`config.mk`:
```
export PLATFORM = sky130hd
export DESIGN_NAME = m_stage_pipe
export DESIGN_NICKNAME = d
export VERILOG_FILES = /design/src/rtl/m_stage_pipe_pkg.sv /design/src/rtl/m_stage_pipe_slot.sv /design/src/rtl/m_stage_pipe.sv
export SDC_FILE = /design/constraint.sdc
export NUM_CORES = 1
export LEC_CHECK = 0
export CAP_MARGIN = 20
export CORE_AREA = 4 4 137 139
export DETAILED_ROUTE_END_ITERATION = 7
export DIE_AREA = 0 0 141 143
export PLACE_DENSITY_LB_ADDON = 0.15
export RECOVER_POWER = 50
export SLEW_MARGIN = 30
export SYNTH_ARGS = -nofsm -noshare
export SYNTH_HDL_FRONTEND = slang
export SYNTH_SLANG_ARGS = --single-unit
```
`constraint.sdc`:
```
create_clock -name clk -period 13.75 [get_ports clk]
set_input_delay 1.375 -clock clk [delete_from_list [all_inputs] [get_ports clk]]
set_output_delay 1.375 -clock clk [all_outputs]
set_load 0.01 [all_outputs]
```
`src/rtl/m_stage_pipe_pkg.sv`:
```
// -----------------------------------------------------------------------------
// m_stage_pipe_pkg
// Shared definitions for the Execute->Memory pipeline register:
//   - instruction opcodes used across the pipeline (IROP, IADDI, ILW, ISW, ...)
//   - INOP, the opcode presented on the M side whenever no entry is valid
//   - default widths for the pipe parameters
// -----------------------------------------------------------------------------
package m_stage_pipe_pkg;

  // Default widths.
  localparam int OP_W_DEF   = 6;
  localparam int DATA_W_DEF = 32;
  localparam int REG_W_DEF  = 5;
  localparam int CNT_W_DEF  = 16;

  // Instruction opcodes.
  localparam logic [5:0] IROP  = 6'h00;  // register-register ALU op
  localparam logic [5:0] IJ    = 6'h02;
  localparam logic [5:0] IBEQ  = 6'h04;
  localparam logic [5:0] IBNE  = 6'h05;
  localparam logic [5:0] IADDI = 6'h08;
  localparam logic [5:0] ISLTI = 6'h0A;
  localparam logic [5:0] IANDI = 6'h0C;
  localparam logic [5:0] IORI  = 6'h0D;
  localparam logic [5:0] ILW   = 6'h23;
  localparam logic [5:0] ISW   = 6'h2B;

  // Bubble opcode: M stage treats it as "do nothing".
  localparam logic [5:0] INOP  = 6'h3F;

endpackage

```
`src/rtl/m_stage_pipe_slot.sv`:
```
// -----------------------------------------------------------------------------
// pipe_slot
// One pipeline holding register: a payload word plus its valid bit.
//   clk    : clock, all updates on the rising edge
//   reset  : synchronous active-high, empties the slot
//   load   : capture dIn and mark the slot valid
//   clear  : mark the slot empty (wins over load)
//   dIn    : payload to capture
//   valid  : slot holds an entry
//   dOut   : held payload (only meaningful while valid=1)
// -----------------------------------------------------------------------------
module pipe_slot #(
  parameter int W = 80
) (
  input  logic         clk,
  input  logic         reset,
  input  logic         load,
  input  logic         clear,
  input  logic [W-1:0] dIn,
  output logic         valid,
  output logic [W-1:0] dOut
);

  // NOTE: sequential state uses non-blocking assignments so every register
  // samples pre-edge values regardless of process ordering.
  always_ff @(posedge clk) begin
    if (reset)      valid <= 1'b0;
    else if (clear) valid <= 1'b0;
    else if (load)  valid <= 1'b1;
  end

  // NOTE: the payload is deliberately not reset; it is masked by valid on the
  // way out, so only the valid bit needs a defined reset value.
  always_ff @(posedge clk) begin
    if (load) dOut <= dIn;
  end

endmodule

```
`src/rtl/m_stage_pipe.sv`:
```
// -----------------------------------------------------------------------------
// m_stage_pipe
// Execute->Memory pipeline register with valid/ready flow control.
//   clk, reset      : clock; synchronous active-high reset
//   flush           : synchronous kill of every held entry
//   in_valid/ready  : E-side handshake (accept = in_valid & in_ready)
//   in_op..in_dstM  : E-side payload (op, valE, valA, dstE, dstM)
//   out_valid/ready : M-side handshake (consume = out_valid & out_ready)
//   out_op..out_dstM: M-side payload; a bubble (NOP_OP, zeros) when empty
//   bubble_cnt      : saturating count of edges seen with out_valid=0
// SKID_EN=1 adds a second slot so in_ready is a pure register output;
// SKID_EN=0 keeps one slot with a combinational in_ready.
// -----------------------------------------------------------------------------
module m_stage_pipe
  import m_stage_pipe_pkg::*;
#(
  parameter int              OP_W    = OP_W_DEF,
  parameter int              DATA_W  = DATA_W_DEF,
  parameter int              REG_W   = REG_W_DEF,
  parameter logic [OP_W-1:0] NOP_OP  = OP_W'(INOP),
  parameter int              SKID_EN = 1,
  parameter int              CNT_W   = CNT_W_DEF
) (
  input  logic              clk,
  input  logic              reset,
  input  logic              flush,
  input  logic              in_valid,
  output logic              in_ready,
  input  logic [OP_W-1:0]   in_op,
  input  logic [DATA_W-1:0] in_valE,
  input  logic [DATA_W-1:0] in_valA,
  input  logic [REG_W-1:0]  in_dstE,
  input  logic [REG_W-1:0]  in_dstM,
  output logic              out_valid,
  input  logic              out_ready,
  output logic [OP_W-1:0]   out_op,
  output logic [DATA_W-1:0] out_valE,
  output logic [DATA_W-1:0] out_valA,
  output logic [REG_W-1:0]  out_dstE,
  output logic [REG_W-1:0]  out_dstM,
  output logic [CNT_W-1:0]  bubble_cnt
);

  typedef struct packed {
    logic [OP_W-1:0]   op;
    logic [DATA_W-1:0] valE;
    logic [DATA_W-1:0] valA;
    logic [REG_W-1:0]  dstE;
    logic [REG_W-1:0]  dstM;
  } payload_t;

  localparam int PAY_W = $bits(payload_t);

  payload_t inData;
  payload_t mainIn;
  payload_t mainData;
  payload_t outData;
  logic     mainValid;
  logic     accept;
  logic     consume;
  logic     loadMain;
  logic     clearMain;

  assign inData  = {in_op, in_valE, in_valA, in_dstE, in_dstM};
  assign accept  = in_valid & in_ready;
  assign consume = mainValid & out_ready;

  // Main slot drives the M-side outputs directly: no in_* -> out_* path.
  pipe_slot #(.W(PAY_W)) u_main (
    .clk   (clk),
    .reset (reset),
    .load  (loadMain),
    .clear (clearMain),
    .dIn   (mainIn),
    .valid (mainValid),
    .dOut  (mainData)
  );

  if (SKID_EN != 0) begin : g_skid
    logic     skidValid;
    logic     loadSkid;
    logic     clearSkid;
    payload_t skidData;

    // An arrival that cannot go to main (main full and staying full) parks
    // in skid. Skid only ever holds the younger of the two entries.
    assign loadSkid  = accept & mainValid & ~out_ready & ~flush;
    assign clearSkid = flush | (consume & skidValid);

    pipe_slot #(.W(PAY_W)) u_skid (
      .clk   (clk),
      .reset (reset),
      .load  (loadSkid),
      .clear (clearSkid),
      .dIn   (inData),
      .valid (skidValid),
      .dOut  (skidData)
    );

    // Registered ready: depends only on skid occupancy, never on out_ready.
    assign in_ready = ~skidValid;

    // While skid is occupied in_ready=0, so main refills from skid only.
    assign mainIn   = skidValid ? skidData : inData;
    assign loadMain = ~flush &
                      ((accept & (~mainValid | out_ready)) | (consume & skidValid));
  end else begin : g_single
    assign in_ready = ~mainValid | out_ready;
    assign mainIn   = inData;
    assign loadMain = accept & ~flush;
  end

  // Main empties when its entry leaves and nothing replaces it.
  assign clearMain = flush | (consume & ~loadMain);

  // Bubble presentation: NOP opcode and zero dst so M performs no writeback.
  // NOTE: every combinational output gets a default first so no path through
  // this block can infer a latch.
  always_comb begin
    outData    = '0;
    outData.op = NOP_OP;
    if (mainValid) outData = mainData;
  end

  assign out_valid = mainValid;
  assign out_op    = outData.op;
  assign out_valE  = outData.valE;
  assign out_valA  = outData.valA;
  assign out_dstE  = outData.dstE;
  assign out_dstM  = outData.dstM;

  // Saturating idle-cycle counter; holds at all-ones instead of wrapping.
  always_ff @(posedge clk) begin
    if (reset) begin
      bubble_cnt <= '0;
    end else if (!mainValid && (bubble_cnt != {CNT_W{1'b1}})) begin
      bubble_cnt <= bubble_cnt + CNT_W'(1);
    end
  end

endmodule

```
==> impl_results.md <==
- First-pass GRT wire length: 24600 µm
- R2r setup slk: between 8 and 9 ns
- Wire length per cell: about 18 µm
- Area growth syn-to-layout: 36.0%
- Clk pin slew, worst setup/hold paths: approximately 0.070 ns
- Clk root buf: clkbuf_16
- Antenna violations before repair: 8
- Post-synth EDFFs: 160
- # IOs: 183
- Largest area contributor in the netlist: edfxtp_1
- Worst slew pin tran: ~2.5 ns
- Grt ovf: 0
- Worst clock skew: 0.00932 ns
- Unrepaired setup endpoints after global routing: false
- Chip Width: between 100 and 150 µm
- Synth Register Bits: 178
- Fin. max-slew vios: roughly 130
- Crit-path max cell delay: 1.66 ns
- Syn Area/Cell: between 15 and 20 µm²
- Total track usage: 0.158
- Via Count: around 4400
- Gpl congestion: ~0.83
- Pwr Density: 116 nW/µm²
- Final period util: 0.347
- Register area share after synthesis: 0.712
- Total Routed Length: between 15000 and 20000 µm
- Top FF cell, synth: edfxtp_1
- CTS Buf Count: 17
- CP Class: flip-flop to flip-flop
- I/O Buffers: roughly 180
- Vias in the first global route: approximately 4600
- Starting Density: 0.411
- Mapped Cells: 448
- Htree depth: 4
- Crit-path cells: nor2_1 -> nor3_2 -> clkbuf_1 -> buf_4
- Routed Antenna Nets: 0
- Worst rel slew slack: -0.664
- # resized after CTS: 0
- Final nets: a little over 700
- CP arrival: roughly 4.8 ns
- Tmin final: 4.77 ns
- Clk_lat worst skew: roughly 0.42 ns
- Fill cells: about 1400
- Post-synth ARST share: 0
- HP Class: flip-flop to flip-flop
- Max-Cap Viols: 3
- Fmax: roughly 210 MHz
- Hold buffers post-CTS: 0
- Final hold vios: 0
- Startpoint Class: flip-flop
- Synth warn: 0
- Mapped Area: roughly 7300 µm²
- CTS tree: built
- Die height: between 100 and 150 µm
- Worst-path fanout max: 42
- Syn nets: 534
- Sum Neg Setup Slack: 0 ns
- Largest net degree at the start of global routing: between 60 and 70
- Row cnt: 49
- Setup bufs post-CTS: 0
- Leakage: between 3 and 4 nW
- Req. time, crit path: approximately 14 ns
- Synth top area cells: edfxtp_1 (66%), mux2_2 (13%), and2_1 (6.4%)
- DR vias/cell: ~4.9
- Clock Tree Buf Depth: 2
- Synth unique cells: between 40 and 50
- Die area: between 20000 and 25000 µm²
- Failing checks: capacitance limit, slew limit
- Initial drt markers: approximately 220
- Status: complete, but fails checks
- Ratio of cells with drive above 1 in the final layout: 0.195
- First-pass detailed-route iteration total: 4
- CP max-delay cell: clkbuf_1
- Top-area cell type share of the netlist area: 0.663
- IR drop worst, VDD: 0.0888 mV
- Core Box Area: around 18000 µm²
- Worst setup EP type: flip-flop
- Post-DP HPWL: about 10000 µm
- Drt drc: 0
- Clock sink total: roughly 180
- Fin Hold WS: ~0.54 ns
- # setup viols final: 0
[stage by stage]
step / cells / worst slack, ns / instance area, µm² / util / total power [mW]
finish: 881 / 8.98 / 9860 / 0.558 / 1.14
CTS: 874 / 9.79 / 9870 / 0.559 / 1.16
floorplan: 448 / 6.15 / 7250 / - / 0.658
detailed placement: 842 / 10.09 / 9320 / 0.528 / 0.711
global placement: 841 / 10.11 / 9300 / 0.527 / 0.708
global route: 881 / 8.57 / 9860 / 0.558 / 1.19
[cell families (layout without fill, tap and decap cells)]
group,Yosys count,after routing,share of synthesized area
flip-flops,178,178,0.712
AND/OR/NAND/NOR,130,130,0.115
AO/OA/AOI/OAI,29,29,0.0255
XOR/XNOR,1,1,0.00121
other,0,7,0
multiplexers,82,82,0.127
adder cells (fa/ha/maj),1,1,0.00173
buffers and inverters,27,224,0.0174
[Yosys cell counts, types with 2 or more instances]
library cell	count
nor3_1	7
or3_1	3
nand3_1	2
buf_2	7
a21oi_1	13
nor2_1	9
nand2_1	6
mux2_2	81
inv_1	4
nor2b_1	2
buf_4	2
dfxtp_1	18
nand4_1	3
o41ai_1	3
and3_1	2
and4b_1	3
and2_1	74
edfxtp_1	160
nand2b_1	6
o21ai_0	6
clkbuf_1	13
[worst paths after layout]
check | from | to | cells after the start
max | g_skid.u_skid.valid | u_main.dOut[2] | 4
min | bubble_cnt[11] | bubble_cnt[11] | 2
max reg2reg | g_skid.u_skid.valid | u_main.dOut[2] | 4
min reg2reg | bubble_cnt[11] | bubble_cnt[11] | 2
[layout by cell type (no fill, tap or decap), drive strengths merged, types with 2 or more instances in the layout]
master	n
a21oi	13
and2	75
and3	2
and4b	3
buf	3
clkbuf	20
clkdlybuf4s50	99
clkinv	6
dfxtp	18
diode	7
dlygate4sd3	83
edfxtp	160
inv	12
mux2	81
nand2	6
nand2b	6
nand3	2
nand4	4
nor2	10
nor2b	2
nor3	7
nor4	2
o21ai	6
o41ai	3
or3	4
or4b	2
[cell type report]
type | instances | area [µm²] | share of cell area
sequential | 178 | 5170 | 0.524
multi-input combinational | 243 | 1960 | 0.199
timing repair buffer | 188 | 1870 | 0.189
clock buffer | 17 | 425 | 0.0431
tap | 229 | 287 | 0.0291
clock inverter | 15 | 124 | 0.0126
antenna | 7 | 17.5 | 0.00178
inverter | 4 | 15.0 | 0.00152
[metal layers]
| layer | up-vias | part of all wire | wire (µm) | GRT usage |
|---|---|---|---|---|
| li1 | 2069 | - | - | - |
| met1 | 2124 | 0.43 | 6710 | 0.199 |
| met2 | 141 | 0.49 | 7760 | 0.260 |
| met3 | 15 | 0.063 | 994 | 0.0496 |
| met4 | 2 | 0.013 | 207 | 0.0571 |
| met5 | - | 0.00096 | 15 | 0 |
[registers in the layout, indices dropped and copies added, names as in the netlist]
name	count
u_main.dOut	80
bubble_cnt	16
g_skid.u_skid.dOut	80
g_skid.u_skid.valid	1
u_main.valid	1
[where the power goes]
| group | total, mW | internal [mW] | switching [mW] | leakage (nW) |
|---|---|---|---|---|
| Clock | 0.451 | 0.237 | 0.214 | 0.269 |
| Combinational | 0.0801 | 0.0470 | 0.0332 | 1.41 |
| Sequential | 0.613 | 0.607 | 0.00651 | 1.61 |
| Total | 1.14 | 0.890 | 0.254 | 3.29 |
[critical path: cells and delay by family, from the launching register on]
kind / cells / cell delay, ns
and+or+nand+nor: 2 / 0.38
DFF: 1 / 1.57
buffers and inverters: 2 / 2.38
(Power assumes the default switching activity.)
